**src/rtl/sram_ctrl_pkg.sv**
```systemverilog
// Shared types and constants for the single-port SRAM controller.
// Widths here are only defaults; instances override them through parameters.
package sram_ctrl_pkg;

    localparam int DEF_ADDR_W = 7;
    localparam int DEF_DATA_W = 81;
    localparam int RESP_DEPTH = 2;

    typedef enum logic [1:0] {
        GNT_NONE = 2'd0,
        GNT_RD   = 2'd1,
        GNT_WR   = 2'd2
    } gnt_e;

    typedef enum logic {
        ST_INIT = 1'b0,
        ST_RUN  = 1'b1
    } init_st_e;

    // A read may only issue if its data is guaranteed a FIFO slot, counting
    // what is buffered, what is in the macro pipeline, and what leaves now.
    function automatic logic rd_has_room(input logic [1:0] count,
                                         input logic       inflight,
                                         input logic       pop);
        logic [2:0] occ;
        occ = {1'b0, count} + {2'b00, inflight} - {2'b00, pop};
        return occ < 3'(RESP_DEPTH);
    endfunction

endpackage

```
**src/rtl/sram_resp_fifo.sv**
```systemverilog
// Two-entry in-order read-response buffer with valid/ready output and an
// occupancy count used by the controller for read admission.
module sram_resp_fifo
    import sram_ctrl_pkg::*;
#(
    parameter int DATA_W = DEF_DATA_W
) (
    input  logic              clock,
    input  logic              reset,
    input  logic              push,
    input  logic [DATA_W-1:0] push_data,
    output logic              valid,
    input  logic              ready,
    output logic [DATA_W-1:0] data,
    output logic [1:0]        count
);

    logic [DATA_W-1:0] mem [RESP_DEPTH];
    logic              wptr;
    logic              rptr;
    logic              pop;

    assign valid = (count != 2'd0);
    assign pop   = valid && ready;
    assign data  = mem[rptr];

    // Pointers and occupancy; a simultaneous push and pop keeps count.
    always_ff @(posedge clock) begin
        if (reset) begin
            wptr  <= 1'b0;
            rptr  <= 1'b0;
            count <= 2'd0;
        end else begin
            if (push) wptr <= ~wptr;
            if (pop)  rptr <= ~rptr;
            count <= count + {1'b0, push} - {1'b0, pop};
        end
    end

    // Storage carries no reset; stale entries are never exposed.
    always_ff @(posedge clock) begin
        if (push) mem[wptr] <= push_data;
    end

    // The admission rule upstream must never let a push hit a full buffer.
    always_ff @(posedge clock) begin
        if (!reset) begin
            assert (!(push && !pop && count == 2'(RESP_DEPTH)))
                else $error("response fifo overflow");
        end
    end

endmodule

```
**src/rtl/sram_port_ctrl.sv**
```systemverilog
// Initiator-side controller for a single-port RW SRAM macro with a 1-cycle
// registered read. Round-robin arbitrates a read and a write channel onto
// the port and buffers read data behind a 2-entry response FIFO.
// Optional build macro SRAM_CTRL_INIT_EN: zero the whole macro after reset
// before accepting any request.
module sram_port_ctrl
    import sram_ctrl_pkg::*;
#(
    parameter int ADDR_W = DEF_ADDR_W,
    parameter int DATA_W = DEF_DATA_W
) (
    input  logic              clock,
    input  logic              reset,
    input  logic              rd_valid,
    output logic              rd_ready,
    input  logic [ADDR_W-1:0] rd_addr,
    input  logic              wr_valid,
    output logic              wr_ready,
    input  logic [ADDR_W-1:0] wr_addr,
    input  logic [DATA_W-1:0] wr_data,
    output logic              resp_valid,
    input  logic              resp_ready,
    output logic [DATA_W-1:0] resp_data,
    output logic [ADDR_W-1:0] sram_addr,
    output logic              sram_en,
    output logic              sram_wmode,
    output logic [DATA_W-1:0] sram_wdata,
    input  logic [DATA_W-1:0] sram_rdata,
    output logic              init_done
);

    gnt_e              gnt;
    logic              last_wr;
    logic              inflight;
    logic              pop;
    logic              rd_elig;
    logic              wr_elig;
    logic              in_init;
    logic [1:0]        fifo_count;
    logic [ADDR_W-1:0] init_addr;
    logic [ADDR_W-1:0] hold_addr;
    logic [DATA_W-1:0] hold_wdata;

`ifdef SRAM_CTRL_INIT_EN
    init_st_e init_st;

    // Walk every address once after reset; leave INIT after the last one.
    always_ff @(posedge clock) begin
        if (reset) begin
            init_st   <= ST_INIT;
            init_addr <= '0;
        end else if (init_st == ST_INIT) begin
            init_addr <= init_addr + ADDR_W'(1);
            if (init_addr == '1) init_st <= ST_RUN;
        end
    end

    assign in_init   = (init_st == ST_INIT) && !reset;
    assign init_done = (init_st == ST_RUN);
`else
    assign init_addr = '0;
    assign in_init   = 1'b0;
    assign init_done = 1'b1;
`endif

    sram_resp_fifo #(.DATA_W(DATA_W)) u_resp_fifo (
        .clock     (clock),
        .reset     (reset),
        .push      (inflight),
        .push_data (sram_rdata),
        .valid     (resp_valid),
        .ready     (resp_ready),
        .data      (resp_data),
        .count     (fifo_count)
    );

    assign pop = resp_valid && resp_ready;

    // Eligibility and round-robin grant; a tie goes to the channel that
    // lost last time. Nothing is granted while reset is asserted.
    always_comb begin
        rd_elig = !reset && init_done && rd_has_room(fifo_count, inflight, pop);
        wr_elig = !reset && init_done;
        gnt     = GNT_NONE;
        if (rd_valid && rd_elig && wr_valid && wr_elig)
            gnt = last_wr ? GNT_RD : GNT_WR;
        else if (rd_valid && rd_elig)
            gnt = GNT_RD;
        else if (wr_valid && wr_elig)
            gnt = GNT_WR;
    end

    assign rd_ready = (gnt == GNT_RD);
    assign wr_ready = (gnt == GNT_WR);

    // Macro pins follow the grant; idle cycles replay the last address and
    // data so the wide buses do not toggle.
    always_comb begin
        sram_en    = in_init || (gnt != GNT_NONE);
        sram_wmode = in_init || (gnt == GNT_WR);
        sram_addr  = hold_addr;
        sram_wdata = hold_wdata;
        if (in_init) begin
            sram_addr  = init_addr;
            sram_wdata = '0;
        end else begin
            case (gnt)
                GNT_RD: sram_addr = rd_addr;
                GNT_WR: begin
                    sram_addr  = wr_addr;
                    sram_wdata = wr_data;
                end
                default: ;
            endcase
        end
    end

    // Read pipeline flag, round-robin history and the idle-hold registers.
    always_ff @(posedge clock) begin
        if (reset) begin
            inflight   <= 1'b0;
            last_wr    <= 1'b1;
            hold_addr  <= '0;
            hold_wdata <= '0;
        end else begin
            inflight <= (gnt == GNT_RD);
            if (gnt == GNT_RD)      last_wr <= 1'b0;
            else if (gnt == GNT_WR) last_wr <= 1'b1;
            if (sram_en) begin
                hold_addr  <= sram_addr;
                hold_wdata <= sram_wdata;
            end
        end
    end

    // Only one channel may ever see ready in a cycle.
    always_ff @(posedge clock) begin
        if (!reset) begin
            assert (!(rd_ready && wr_ready)) else $error("double grant");
        end
    end

endmodule

```
**config.mk**
```make
export PLATFORM = sky130hd
export DESIGN_NAME = sram_port_ctrl
export DESIGN_NICKNAME = d
export VERILOG_FILES = /design/src/rtl/sram_ctrl_pkg.sv /design/src/rtl/sram_resp_fifo.sv /design/src/rtl/sram_port_ctrl.sv
export SDC_FILE = /design/constraint.sdc
export NUM_CORES = 1
export LEC_CHECK = 0
export CORE_AREA = 2 2 169 171
export DETAILED_ROUTE_END_ITERATION = 6
export DIE_AREA = 0 0 171 173
export GPL_TIMING_DRIVEN = 0
export PLACE_DENSITY = 0.79
export SLEW_MARGIN = 10
export SYNTH_ARGS = -nofsm -noshare
export SYNTH_HDL_FRONTEND = slang
export SYNTH_SLANG_ARGS = --single-unit
```
**constraint.sdc**
```tcl
create_clock -name clock -period 4.8 [get_ports clock]
set_input_delay 1.2 -clock clock [delete_from_list [all_inputs] [get_ports clock]]
set_output_delay 1.2 -clock clock [all_outputs]
set_load 0.02 [all_outputs]
```
**Word-level counts from Yosys, hierarchy flattened**

Memory sizes are Yosys's and may differ from the RTL's. A register that Yosys moved wholly into a read port is not among the register bits.
Index checks and enable logic that the tools add are counted.
W data, S select, Z words.

- Flip-flop bits (word level): 94
- Bits in latches: 0
- Memory bits (writable): 162
- Bits in read-only memories: 0
- Input bits: 181
- Output and inout port bits: 175
- Word-level logic and storage cells: 39
- Memories kept: 1

- $add $sub $neg: 4
- Multiply operators: 0
- Divide/modulo/power cells: 0
- Magnitude comparators: 1
- Eq/ne operators: 2
- Shifts and indexed selects: 0
- Muxes and demuxes: 12
- Bitwise gates (word level): 2
- Reduce and logical (&&, ||, !) cells: 10

Memory list:

| memory | words | bits a word | read ports | clocked after memory_dff | wr ports | line | RTL |
|---|---|---|---|---|---|---|---|
| u_resp_fifo.mem | 2 | 81 | 1 | 1 | 1 | sram_resp_fifo.sv:18 | `logic [DATA_W-1:0] mem [RESP_DEPTH];` |

Operators by type and width:

| cell | count |
|---|---|
| $mux W81 | 1 |
| $pmux W7 S2 | 1 |
| $mux W2 | 4 |
| $logic_and A1 B1 Y1 | 6 |
| $mux W1 | 6 |
| $reduce_bool A2 Y1 | 3 |
| $add A2 B1 Y3 | 1 |
| $lt A3 B2 Y1 const B | 1 |
| $sub A3 B1 Y3 | 1 |
| $add A2 B1 Y2 | 1 |
| $eq A2 B1 Y1 const B | 1 |
| $eq A2 B2 Y1 const B | 1 |
| $not A1 Y1 | 2 |
| $sub A2 B1 Y2 | 1 |
| $logic_not A1 Y1 | 1 |

**Longest topological paths before layout**

Gate-level depths: netlist of the first run.

- Depth in word-level cells: 12
- Mapped depth: 13
- Gate-level depth less buffers: 10

**Hierarchy**

From an unflattened synthesis of the first run, not the netlist that was laid out.

- Cells, all modules: 715
- Area, all modules: 11193.2 um^2

Modules (own cells, without submodules):

| module | instances | cells an instance | area each (um^2) | sequential area each (um^2) |
|---|---|---|---|---|
| sram_resp_fifo | 1 | 274 | 6485.0 | 4964.8 |
| sram_port_ctrl | 1 | 441 | 4708.3 | 1801.7 |

**Worst setup path after synthesis of the first run**

OpenSTA, ideal clock, no wires.

- Path kind: input -> output
- Start: input port resp_ready
- End: output port sram_addr[0]
- Arrival: 3.731 ns
- Data required time: 3.600 ns
- Setup slack: -0.131 ns
- Stages on the path: 9
- Path buffers: 0
- Path through: and2_1 ha_1 inv_1 ha_1 fa_1 nand2b_1 a2111oi_2 a222oi_1 inv_1

- Cells in the longest elaborated chain, start to end: 10
- Elaborated cells between the ends (all ways): 12
- Those cells by class: add/sub (1); order compare (1); eq/ne (2); mux (3); reduce/logical (5)

Ends and longest elaborated chain:

| what | line | RTL |
|---|---|---|
| from (decl) | sram_port_ctrl.sv:22 | `input logic resp_ready,` |
| $logic_and A1 B1 Y1 (*) | sram_port_ctrl.sv:77 | `assign pop = resp_valid && resp_ready;` |
| $sub A3 B1 Y3 (*) | sram_ctrl_pkg.sv:26 | `occ = {1'b0, count} + {2'b00, inflight} - {2'b00, pop};` |
| $lt A3 B2 Y1 (*) | sram_ctrl_pkg.sv:27 | `return occ < 3'(RESP_DEPTH);` |
| $logic_and A1 B1 Y1 (*) | sram_port_ctrl.sv:82 | `rd_elig = !reset && init_done && rd_has_room(fifo_count, inflight, pop);` |
| $logic_and A1 B1 Y1 (*) | sram_port_ctrl.sv:85, sram_port_ctrl.sv:87 |  |
| $logic_and A1 B1 Y1 (2 in a row) | sram_port_ctrl.sv:85 | `if (rd_valid && rd_elig && wr_valid && wr_elig)` |
| $mux W2 (*) | sram_port_ctrl.sv:85 |  |
| $eq A2 B1 Y1 (*) | n/a |  |
| net rd_ready | sram_port_ctrl.sv:15 | `output logic rd_ready,` |
| $pmux W7 S2 (*) | sram_port_ctrl.sv:107 | `case (gnt)` |
| to (decl) | sram_port_ctrl.sv:24 | `output logic [ADDR_W-1:0] sram_addr,` |

The timed path passes the listed nets; every way through them passes the cells marked *.

**Worst setup path in the final report of the first run**

- Start: input port resp_ready
- End: output port sram_addr[0]

- Cells in the longest elaborated chain, start to end: 10
- Elaborated cells between the ends (all ways): 12
- Those cells by class: add/sub (1); order compare (1); eq/ne (2); mux (3); reduce/logical (5)

Ends and longest elaborated chain:

| what | line | RTL |
|---|---|---|
| $logic_and A1 B1 Y1 (*) | sram_port_ctrl.sv:77 |  |
| net pop | sram_port_ctrl.sv:35 | `logic pop;` |
| $sub A3 B1 Y3 (*) | sram_ctrl_pkg.sv:26 |  |
| $lt A3 B2 Y1 (*) | sram_ctrl_pkg.sv:27 |  |
| $logic_and A1 B1 Y1 (*) | sram_port_ctrl.sv:82 |  |
| $logic_and A1 B1 Y1 (*) | sram_port_ctrl.sv:85, sram_port_ctrl.sv:87 |  |
| $logic_and A1 B1 Y1 (2 in a row) | sram_port_ctrl.sv:85 |  |
| $mux W2 (*) | sram_port_ctrl.sv:85 |  |
| $eq A2 B2 Y1 / $eq A2 B1 Y1 (equally long branches) | sram_port_ctrl.sv:107 |  |
| $pmux W7 S2 (*) | sram_port_ctrl.sv:107 |  |

Marks and branches as above.

==> metrics, run 1 <==
Die ar. 29600 sq um; worst rel slew slack 39.8%; delay-heaviest family, CP adder cells; async set or reset register ratio after synthesis 0%; count of input and output buffers 353; CTS buffer count 27; vias in the first global route 6882; layout cell share with drive strength beyond 1 35.4%; clk sink count 257; Final period util 106%; setup violators final 84; Critical Path Source Type input pin; later-pin clock latency in the skew report 0.53 ns; mean post-synth cell area 16.4 sq um; failing checks setup timing; setup TNS -9.93 ns; DRC 0; Pleak 5.77 nW; Pwr Density 519 nW/um^2; synth top area cells edfxtp_1, dfxtp_1, mux2_2; Required @ worst endpoint 3.60 ns; Post-Synth Adder-Cell Area 0.467%; flops & latches, synth 257; wire per inst 18.8 microns; Antenna Cells 0; Cell variety after synth 26; synth cell count leaders edfxtp_1, mux2_2, dfxtp_1; Placeable Area 27600 sq um; pin count of the biggest net entering global routing 61; number of synthesized flops with an enable pin 162; Vias 6395; H-tree levels 1; Synth area leader edfxtp_1; ys flop type edfxtp_1; RSZ-0062 raised after global routing true; fmax 196 MHz; post-synth net total 770; Starting Density 34.9%; area fraction of the dominant cell type after synthesis 50.5%; first-pass GRT wire length 38500 microns; die height 173 microns; most instantiated library cell after synthesis edfxtp_1; clk buf depth 3; Routed Antenna Nets 0; Starting DRT DRC Count 254; crit path buf inv count 7; mapped cell area 9640 sq um; max-slew violations 0; Synth Area in Compound Gates 1.22%; Yosys Warn Count 0; crit path time final 5.09 ns; total of max-cap violations 0; Worst Tran Pin Value 0.903 ns; Hold WS 0.524 ns; worst path cell trace buf_6 > and2_4 > ha_4 > inv_2 > ha_4 > fa_1 > nand3b_1 > o21a_4 > buf_12 > buf_12 > buf_8 > a222oi_1 > inv_1 > buf_6; Clock Skew 0.00898 ns; Tot GR Track Use 16.8%; I/O pin cnt 356; DRT Wirelength 26500 microns; Post-Syn Instances 586; VDD IR max 0.316 mV; GP Congestion 0.771; CTS tree yes; GRT overflow 0; Worst Setup End Kind output port; post-synthesis mux area share 19.0%; Hold Vio Cnt, Final 0; R2R Setup Slk 0.40 ns; Worst-path clk slew 0.06 ns; Post-CTS Hold Fix Bufs 0; post-placement setup slack -1.15 ns; PnR worst setup slack -0.293 ns; simple-gate portion of the synthesized area 6.40%; xor and xnor area share after synthesis 0.273%; clock root cell clkbuf_16; CP Max Fanout 6; worst path arrival time 3.89 ns; Filler Cells Inserted 2246; Seq/Total Area, Yosys 70.2%; row cnt 61; status finished with violations; nets 1199; Hold WC Path Type reg2reg; Layout Cells excl Fill 1414; critical path's slowest cell fa_1; CP peak stage delay 0.49 ns; DP Wirelength 18100 microns; Vias/cell 4.52; first drt pass iteration count 4; initial antenna violation count 0; Crit Path Category in2out; largest family of logic cells by synthesized area multiplexers; synthesis-to-finish area growth 59.3%; die width 171 microns; placed cell count 1321
-- worst min-delay path: cells and delay by family (launching register included) --
kind             cells  cell delay, ns
XOR/XNOR             1            0.08
flip-flops           1            0.32
AND/OR/NAND/NOR      1            0.08
-- placed cells by master, fill, tap and decap left out, types with 3 or more instances in the layout --
cell type,count
mux2_4,11
buf_12,15
a222oi_1,7
buf_4,27
inv_1,12
nor2_1,10
buf_8,3
edfxtp_1,162
dfxtp_1,94
buf_6,91
clkbuf_16,32
clkinvlp_2,3
clkdlybuf4s50_1,260
clkinv_2,7
clkbuf_1,21
mux2_2,151
clkinv_1,7
buf_2,6
nor2b_1,84
-- registers in the layout (all words and copies together), names as in the netlist, named ones only --
signal	flops
inflight	1
hold_addr	7
u_resp_fifo.count	2
u_resp_fifo.wptr	1
u_resp_fifo.mem	162
hold_wdata	81
last_wr	1
u_resp_fifo.rptr	1
-- final timing paths --
check	from	end	depth (start not counted)
worst max register to register	u_resp_fifo.count[1]	hold_addr[0]	25
worst min-delay path	u_resp_fifo.rptr	u_resp_fifo.rptr	2
worst min register to register	u_resp_fifo.rptr	u_resp_fifo.rptr	2
worst max-delay path	resp_ready	sram_addr[0]	14
-- report_power, final --
| part | internal [mW] | switching (mW) |
|---|---|---|
| Sequential | 2.76 | 0.0927 |
| Clock | 1.06 | 0.823 |
| Combinational | 1.69 | 1.54 |
| Total | 5.51 | 2.46 |
-- cell type report --
class	instances	area, sq um	share of cell area [%]
clock inverters	19	93.8	0.611
flip-flops and latches	257	6770	44.1
multi-input cells	283	2740	17.8
clock buffers	31	711	4.63
well taps	378	473	3.08
inverters	13	48.8	0.318
repair buffers	403	4270	27.8
plain buffers	30	249	1.62
-- metal layers --
layer	GRT usage (%)	vias up	share of wire, %	wire length [microns]
met3	6.59	36	12	3060
met4	4.03	0	1.8	479
li1	-	2983	-	-
met1	17.4	3078	35	9300
met2	31.3	298	52	13700
met5	0	-	0	0
-- metrics by stage --
stage / power [mW] / instance area (sq um) / utilization, %
final: 7.96 / 15400 / 55.6
after global routing: 8.32 / 15400 / 55.6
after CTS: 7.95 / 15100 / 54.8
after detailed placement: 5.82 / 13800 / 49.8
after global placement: 5.78 / 13700 / 49.4
after floorplan: 4.47 / 9650 / -
-- timing repair --
action                     in CTS  in global routing
gates cloned                    1                  5
buffers inserted               33                 10
setup endpoints to repair      92                 91
gates resized for setup       565                 20
pin swaps                      13                  6
-- cells by family after synthesis --
logic type / after synthesis
adder cells (fa/ha/maj): 3
multiplexers: 162
flip-flops: 257
AO/OA/AOI/OAI: 12
other: 1
buffers and inverters: 46
XOR/XNOR: 3
AND/OR/NAND/NOR: 102
Power figures use the tool's default switching activity.
==> run 2: changes to the inputs <==
--- a/config.mk
+++ b/config.mk
@@ -9,7 +9,7 @@
 export DETAILED_ROUTE_END_ITERATION = 6
 export DIE_AREA = 0 0 171 173
 export GPL_TIMING_DRIVEN = 0
-export PLACE_DENSITY = 0.79
+export PLACE_DENSITY = 0.76
 export SLEW_MARGIN = 10
 export SYNTH_ARGS = -nofsm -noshare
 export SYNTH_HDL_FRONTEND = slang
==> constraint.sdc (replaced) <==
create_clock -name clock -period 5.01 [get_ports clock]
set_input_delay 1.2525 -clock clock [delete_from_list [all_inputs] [get_ports clock]]
set_output_delay 1.2525 -clock clock [all_outputs]
set_load 0.02 [all_outputs]
==> run 2 against run 1 <==
- the flow still finishes with violations (setup timing)
- design area fell by 1.3%
- first-iteration DRC count shrank 20%
- sequential share of layout area up 0.58 points
- critical path depth increased by 1
- sequential power decreased by 5%
- wire length shrank 1.4%
- combinational power shrank 5%
- setup slack improved by 0.17 ns
- hold slack worse by 0.028 ns
- critical path type unchanged
==> metrics, run 2 (synthesized netlist as in run 1, its figures left out) <==
Tot GR Track Use 16.6% (-0.20 points); most common cell after layout, fill and taps aside clkdlybuf4s50_1; Routed Antenna Nets 0 (unchanged); Pwr Density 507 nW/um^2 (-2.2%); status finished with violations; die height 173 microns (unchanged); clk buf depth 3 (unchanged); count of input and output buffers 353 (unchanged); Hold Vio Cnt, Final 0 (unchanged); Clock Skew 0.00723 ns (-0.00175 ns); Hold Path Sink hold_addr[0]; fmax 195 MHz; setup violators final 60 (-29%); placed cell count 1321 (unchanged); clock root cell clkbuf_16; worst rel slew slack 49.2% (+9.4 points); GRT overflow 0 (unchanged); R2R Setup Slk 0.54 ns (+0.14 ns); first drt pass iteration count 4 (unchanged); failing checks setup timing; Vias/cell 4.52 (-0.15%); Post-CTS Hold Fix Bufs 0 (unchanged); clk sink count 257 (unchanged); Hold Path Depth 2 (unchanged); Final period util 103%; worst path arrival time 3.89 ns (about the same); Placeable Area 27600 sq um (unchanged); Hold WS 0.496 ns (-0.0280 ns); Worst-path clk slew 0.06 ns (about the same); R2R Path End hold_addr[5]; post-placement setup slack -1.09 ns (+0.0567 ns); number of flip-flops in the largest register 162 (unchanged); Worst Tran Pin Value 0.762 ns (-0.141 ns); vias in the first global route 6853 (-0.42%); layout cell share with drive strength beyond 1 34.7% (-0.69 points); CP Max Fanout 6 (unchanged); DRT Wirelength 26200 microns (-1.4%); I/O pin cnt 356 (unchanged); Critical Path Source Type input pin; die width 171 microns (unchanged); PnR worst setup slack -0.128 ns (+0.165 ns); synthesis-to-finish area growth 57.2%; VDD IR max 0.278 mV (-12%); GP Congestion 0.730 (-5.4%); min-delay src hold_addr[0]; RSZ-0062 raised after global routing true; startpoint of the worst register-to-register path u_resp_fifo.count[1]; Starting DRT DRC Count 203 (-20%); Starting Density 34.9% (unchanged); wire per inst 18.3 microns (-2.3%); Required @ worst endpoint 3.76 ns (+0.16 ns); total of max-cap violations 0 (unchanged); Worst Setup End Kind output port; H-tree levels 1 (unchanged); Hold WC Path Type reg2reg; Crit Path Category in2out; nets 1212 (+1.1%); Top reg by flops u_resp_fifo.mem; CTS buffer count 27 (unchanged); pin count of the biggest net entering global routing 47 (-23%); most frequent cells in the layout clkdlybuf4s50_1, edfxtp_1, mux2_2, dfxtp_1, nor2b_1; CTS tree yes; max-slew violations 0 (unchanged); DRC 0 (unchanged); Pleak 5.75 nW (-0.31%); later-pin clock latency in the skew report 0.52 ns (about the same); first-pass GRT wire length 38000 microns (-1.3%); setup TNS -4.42 ns (+5.51 ns); row cnt 61 (unchanged); Layout Cells excl Fill 1427 (+0.92%); crit path time final 5.14 ns; design area 15200 sq um (-1.3%); initial antenna violation count 1 (+1); DP Wirelength 17900 microns (-1.2%); Vias 6444 (+0.77%); cells on worst reg2reg path 25 (unchanged); Post-DP Area 13800 sq um (+0.11%); Die ar. 29600 sq um (unchanged); Largest regs u_resp_fifo.mem (162), hold_wdata (81), hold_addr (7)
==> run 2: cell type report <==
| type | count | area [sq um] |
|---|---|---|
| Antenna cell | 1 | 2.50 |
| Multi-Input combinational cell | 283 | 2730 |
| Inverter | 13 | 48.8 |
| Buffer | 32 | 236 |
| Clock inverter | 18 | 134 |
| Timing Repair Buffer | 414 | 4070 |
| Clock buffer | 31 | 691 |
| Sequential cell | 257 | 6770 |
| Fill cell | 2266 | 12500 |
| Tap cell | 378 | 473 |
==> run 2: critical path, stage by stage <==
cell and delay (ns):
buf_6 0.09, and2_4 0.14, ha_4 0.26, inv_2 0.04, ha_4 0.14, fa_1 0.47, nand3b_1 0.20, o21a_1 0.19
buf_6 0.12, buf_4 0.13, buf_6 0.13, buf_12 0.14, clkbuf_16 0.15, mux2_2 0.29, buf_6 0.14
==> run 2: metal layers <==
layer / vias up / global-route usage (%) / wire length [microns]
li1: 3013 / - / -
met1: 3087 / 17.3 / 9210
met2: 310 / 30.5 / 13300
met3: 34 / 6.94 / 3250
met4: 0 / 3.92 / 431
met5: - / 0 / 0
==> run 2: repair_timing <==
action | CTS | global route
resized for setup | 272 | 201
pin swaps | 14 | 7
buffers inserted | 46 | 7
cloned | 2 | 3
endpoints found under the setup margin | 92 | 88
==> run 2: how the worst max path moves through the flow <==
stage / start / to / slack, ns / cells after the start
global placement: inflight / u_resp_fifo.mem[0][68] / -1.77 / 1
global route: resp_ready / sram_addr[3] / -0.25 / 14
finish: resp_ready / sram_wdata[3] / -0.13 / 15
CTS: resp_ready / sram_addr[5] / -0.17 / 14
detailed placement: resp_ready / sram_addr[5] / -1.09 / 12
floorplan: resp_ready / sram_addr[0] / 0.12 / 12
==> run 2: per-stage QoR <==
step                power (mW)  util (%)
floorplan                 4.28         -
global placement          5.55      49.4
detailed placement        5.59      49.8
CTS                       7.61      53.8
global route              8.01      54.8
finish                    7.68      54.8
==> run 2: power by group <==
part	switching (mW)	internal, mW	total (mW)	leakage (nW)
Clock	0.793	1.08	1.88	0.398
Combinational	1.48	1.59	3.07	3.10
Sequential	0.0865	2.65	2.73	2.25
==> run 3: changes to the inputs <==
--- a/config.mk
+++ b/config.mk
@@ -5,12 +5,13 @@
 export SDC_FILE = /design/constraint.sdc
 export NUM_CORES = 1
 export LEC_CHECK = 0
-export CORE_AREA = 2 2 169 171
+export CORE_AREA = 2 2 182 184
 export DETAILED_ROUTE_END_ITERATION = 6
-export DIE_AREA = 0 0 171 173
+export DIE_AREA = 0 0 184 186
 export GPL_TIMING_DRIVEN = 0
-export PLACE_DENSITY = 0.76
+export PLACE_DENSITY = 0.74
 export SLEW_MARGIN = 10
 export SYNTH_ARGS = -nofsm -noshare
 export SYNTH_HDL_FRONTEND = slang
+export SYNTH_HIERARCHICAL = 1
 export SYNTH_SLANG_ARGS = --single-unit
==> constraint.sdc (replaced) <==
create_clock -name clock -period 6.6 [get_ports clock]
set_input_delay 1.65 -clock clock [delete_from_list [all_inputs] [get_ports clock]]
set_output_delay 1.65 -clock clock [all_outputs]
set_load 0.02 [all_outputs]
==> run 3 against run 2 <==
- the flow now finishes without violations
- setup slack improved by 0.29 ns
- hold slack worse by 0.021 ns
- clock skew up 0.0033 ns
- highest routed layer unchanged
==> metrics, run 3 <==
Hold WC Path Type reg2reg; Hold WS 0.475 ns (-0.0209 ns); I/O pin cnt 356 (unchanged); cells on worst reg2reg path 10 (-60%); worst rel slew slack 48.8% (-0.42 points); clk buf depth 3 (unchanged); CP Max Fanout 10 (+4); Die ar. 34200 sq um (+16%); status finished, final reports clean; FF/Latch Area 6770 sq um (unchanged); Power Total 6.19 mW (-19%); later-pin clock latency in the skew report 0.53 ns (about the same); most frequent cells in the layout clkdlybuf4s50_1, edfxtp_1, dfxtp_1, nand2b_1, mux2_2; first-pass GRT wire length 42300 microns (+11%); Antenna Cells 0 (-1); Starting Density 34.8% (-0.12 points); post-synth net total 900 (+17%); total of max-cap violations 0 (unchanged); Pleak 6.05 nW (+5.2%); Cell variety after synth 34 (+31%); Yosys Warn Count 6 (+6); Crit Path Category in2out; H-tree levels 1 (unchanged); nets 1289 (+6.4%); DRC 0 (unchanged); Vias 7358 (+14%); synthesis-to-finish area growth 44.4%; Critical Path Source Type input pin; Worst Tran Pin Value 0.766 ns (+0.00464 ns); pin count of the biggest net entering global routing 42 (-11%); mapped cell area 11200 sq um (+16%); GRT overflow 0 (unchanged); synth top area cells edfxtp_1, dfxtp_1, mux2_4; Tot GR Track Use 15.8% (-0.79 points); DP Wirelength 21000 microns (+17%); combinational power share 40.8% (+0.8 points); row cnt 66 (+8.2%); Worst-path clk slew 0.06 ns (about the same); max-slew violations 0 (unchanged); DRT Wirelength 28600 microns (+9.4%); NetSw 1.99 mW (-16%); startpoint of the worst register-to-register path u_resp_fifo/count[1]; die height 186 microns (+7.5%); Vias/cell 4.80 (+6.2%); Top reg by flops u_resp_fifo/mem; flops & latches, synth 257 (unchanged); number of synthesized flops with an enable pin 162 (unchanged); R2R Path End hold_wdata[57]; wire per inst 18.7 microns (+1.8%); Clock Skew 0.0106 ns (+0.00332 ns); Pwr Density 383 nW/um^2 (-24%); most common cell after layout, fill and taps aside clkdlybuf4s50_1; Routed Antenna Nets 0 (unchanged); min-delay src hold_wdata[39]; Filler Cells Inserted 2748 (+21%); Synth area leader edfxtp_1; Worst Setup End Kind output port; fmax 155 MHz; Post-Syn Instances 715 (+22%); Hold Path Depth 2 (unchanged); count of input and output buffers 354 (+0.28%); Reg power frac 35.1% (-0.5 points); Seq/Total Area, Yosys 60.5% (-9.8 points); Post-CTS Hold Fix Bufs 0 (unchanged); Final period util 97.5%; clock root cell clkbuf_16; area fraction of the dominant cell type after synthesis 43.5% (-7.0 points); first drt pass iteration count 4 (unchanged); crit path time final 6.44 ns; most instantiated library cell after synthesis edfxtp_1; CTS buffer count 28 (+3.7%); RSZ-0062 raised after global routing false; Starting DRT DRC Count 267 (+32%); R2R Setup Slk 3.22 ns (+2.68 ns); Hold Path Sink hold_wdata[39]; clk sink count 257 (unchanged); mean post-synth cell area 15.7 sq um (-4.8%); Required @ worst endpoint 4.95 ns (+1.19 ns); sw frac 32.1% (+1.4 points); ys flop type edfxtp_1; initial antenna violation count 0 (-1); internal power 4.21 mW (-21%); VDD IR max 0.225 mV (-19%); synth cell count leaders edfxtp_1, dfxtp_1, mux2_2, nand2b_1, o2bb2ai_1; Largest regs u_resp_fifo/mem (162), hold_wdata (81), hold_addr (7); async set or reset register ratio after synthesis 0% (unchanged); number of flip-flops in the largest register 162 (unchanged); setup violators final 0 (-100%); vias in the first global route 7578 (+11%); worst path arrival time 4.79 ns (+0.90 ns); Placeable Area 32200 sq um (+17%); Clock power frac 24.2% (-0.2 points); die width 184 microns (+7.6%); Hold Vio Cnt, Final 0 (unchanged); GP Congestion 0.827 (+13%); layout cell share with drive strength beyond 1 22.6% (-12 points); Multi-input gate area 3940 sq um (+44%); CTS tree yes
## run 3: what timing repair did
action	CTS	global route
gates cloned	0	1
resized for setup	82	4
pin swaps	0	0
setup endpoints to repair	82	8
setup buffers	0	0
## run 3: kinds of logic (layout without fill, tap and decap cells)
kind of cell / after synthesis / after routing / synth area share, %
AO/OA/AOI/OAI: 107 / 107 / 8.08
XOR/XNOR: 4 / 4 / 0.604
adder cells (fa/ha/maj): 4 / 4 / 0.514
buffers and inverters: 56 / 467 / 4.53
flip-flops: 257 / 257 / 60.5
multiplexers: 164 / 164 / 19.2
other: 1 / 1 / 0.0335
AND/OR/NAND/NOR: 122 / 122 / 6.61
## run 3: how the worst max path moves through the flow
stage                           from             end  slack (ns)  cells past startpoint
final                     resp_ready  sram_wdata[61]        0.16                     12
after global routing      resp_ready        wr_ready        0.02                     13
after CTS                 resp_ready  sram_wdata[48]        0.09                     12
after detailed placement  resp_ready  sram_wdata[48]        -0.1                     12
after global placement    resp_ready  sram_wdata[48]       -0.09                     12
after floorplan           resp_ready   sram_wdata[0]        1.11                     10
## run 3: power groups by stage
stage | registers, mW | logic, mW | clock network [mW]
floorplan | 2.20 | 1.54 | 0
global placement | 2.23 | 2.57 | 0
detailed placement | 2.20 | 2.64 | 0
CTS | 2.17 | 2.55 | 1.55
global route | 2.20 | 2.67 | 1.61
finish | 2.17 | 2.53 | 1.50
## run 3: area by class of cell
type	count	share of cell area, %
Buffer	52	3.04
Clock buffer	33	4.58
Clock inverter	19	0.906
Inverter	4	0.0929
Multi-Input combinational cell	402	24.4
Sequential cell	257	41.9
Tap cell	408	3.16
Timing Repair Buffer	359	21.9
## run 3: layer usage
metal	wire length, microns	up-vias	track usage (%)
li1	-	3490	-
met1	11600	3485	18.7
met2	13300	340	26.8
met3	3150	43	5.75
met4	655	0	4.74
met5	0	-	0
## run 3: metrics by stage
step	util (%)	instance area, sq um	TNS [ns]	instances	worst slack, ns
floorplan	-	11200	0	715	1.11
global placement	47.3	15200	-8.58	1477	-0.0917
detailed placement	47.7	15400	-2.84	1481	-0.0980
CTS	50.1	16100	0	1533	0.0923
global route	50.2	16200	0	1534	0.0151
finish	50.2	16200	0	1534	0.164
## run 3: worst max-delay path: stages
cell and delay [ns]:
clkdlybuf4s50_1 0.42, and2_1 0.15, ha_1 0.25, nand2b_1 0.15, fa_2 0.45, and2_1 0.18
buf_2 0.19, a31oi_4 0.24, clkbuf_4 0.25, buf_6 0.17, mux2_2 0.35, dlygate4sd2_1 0.33
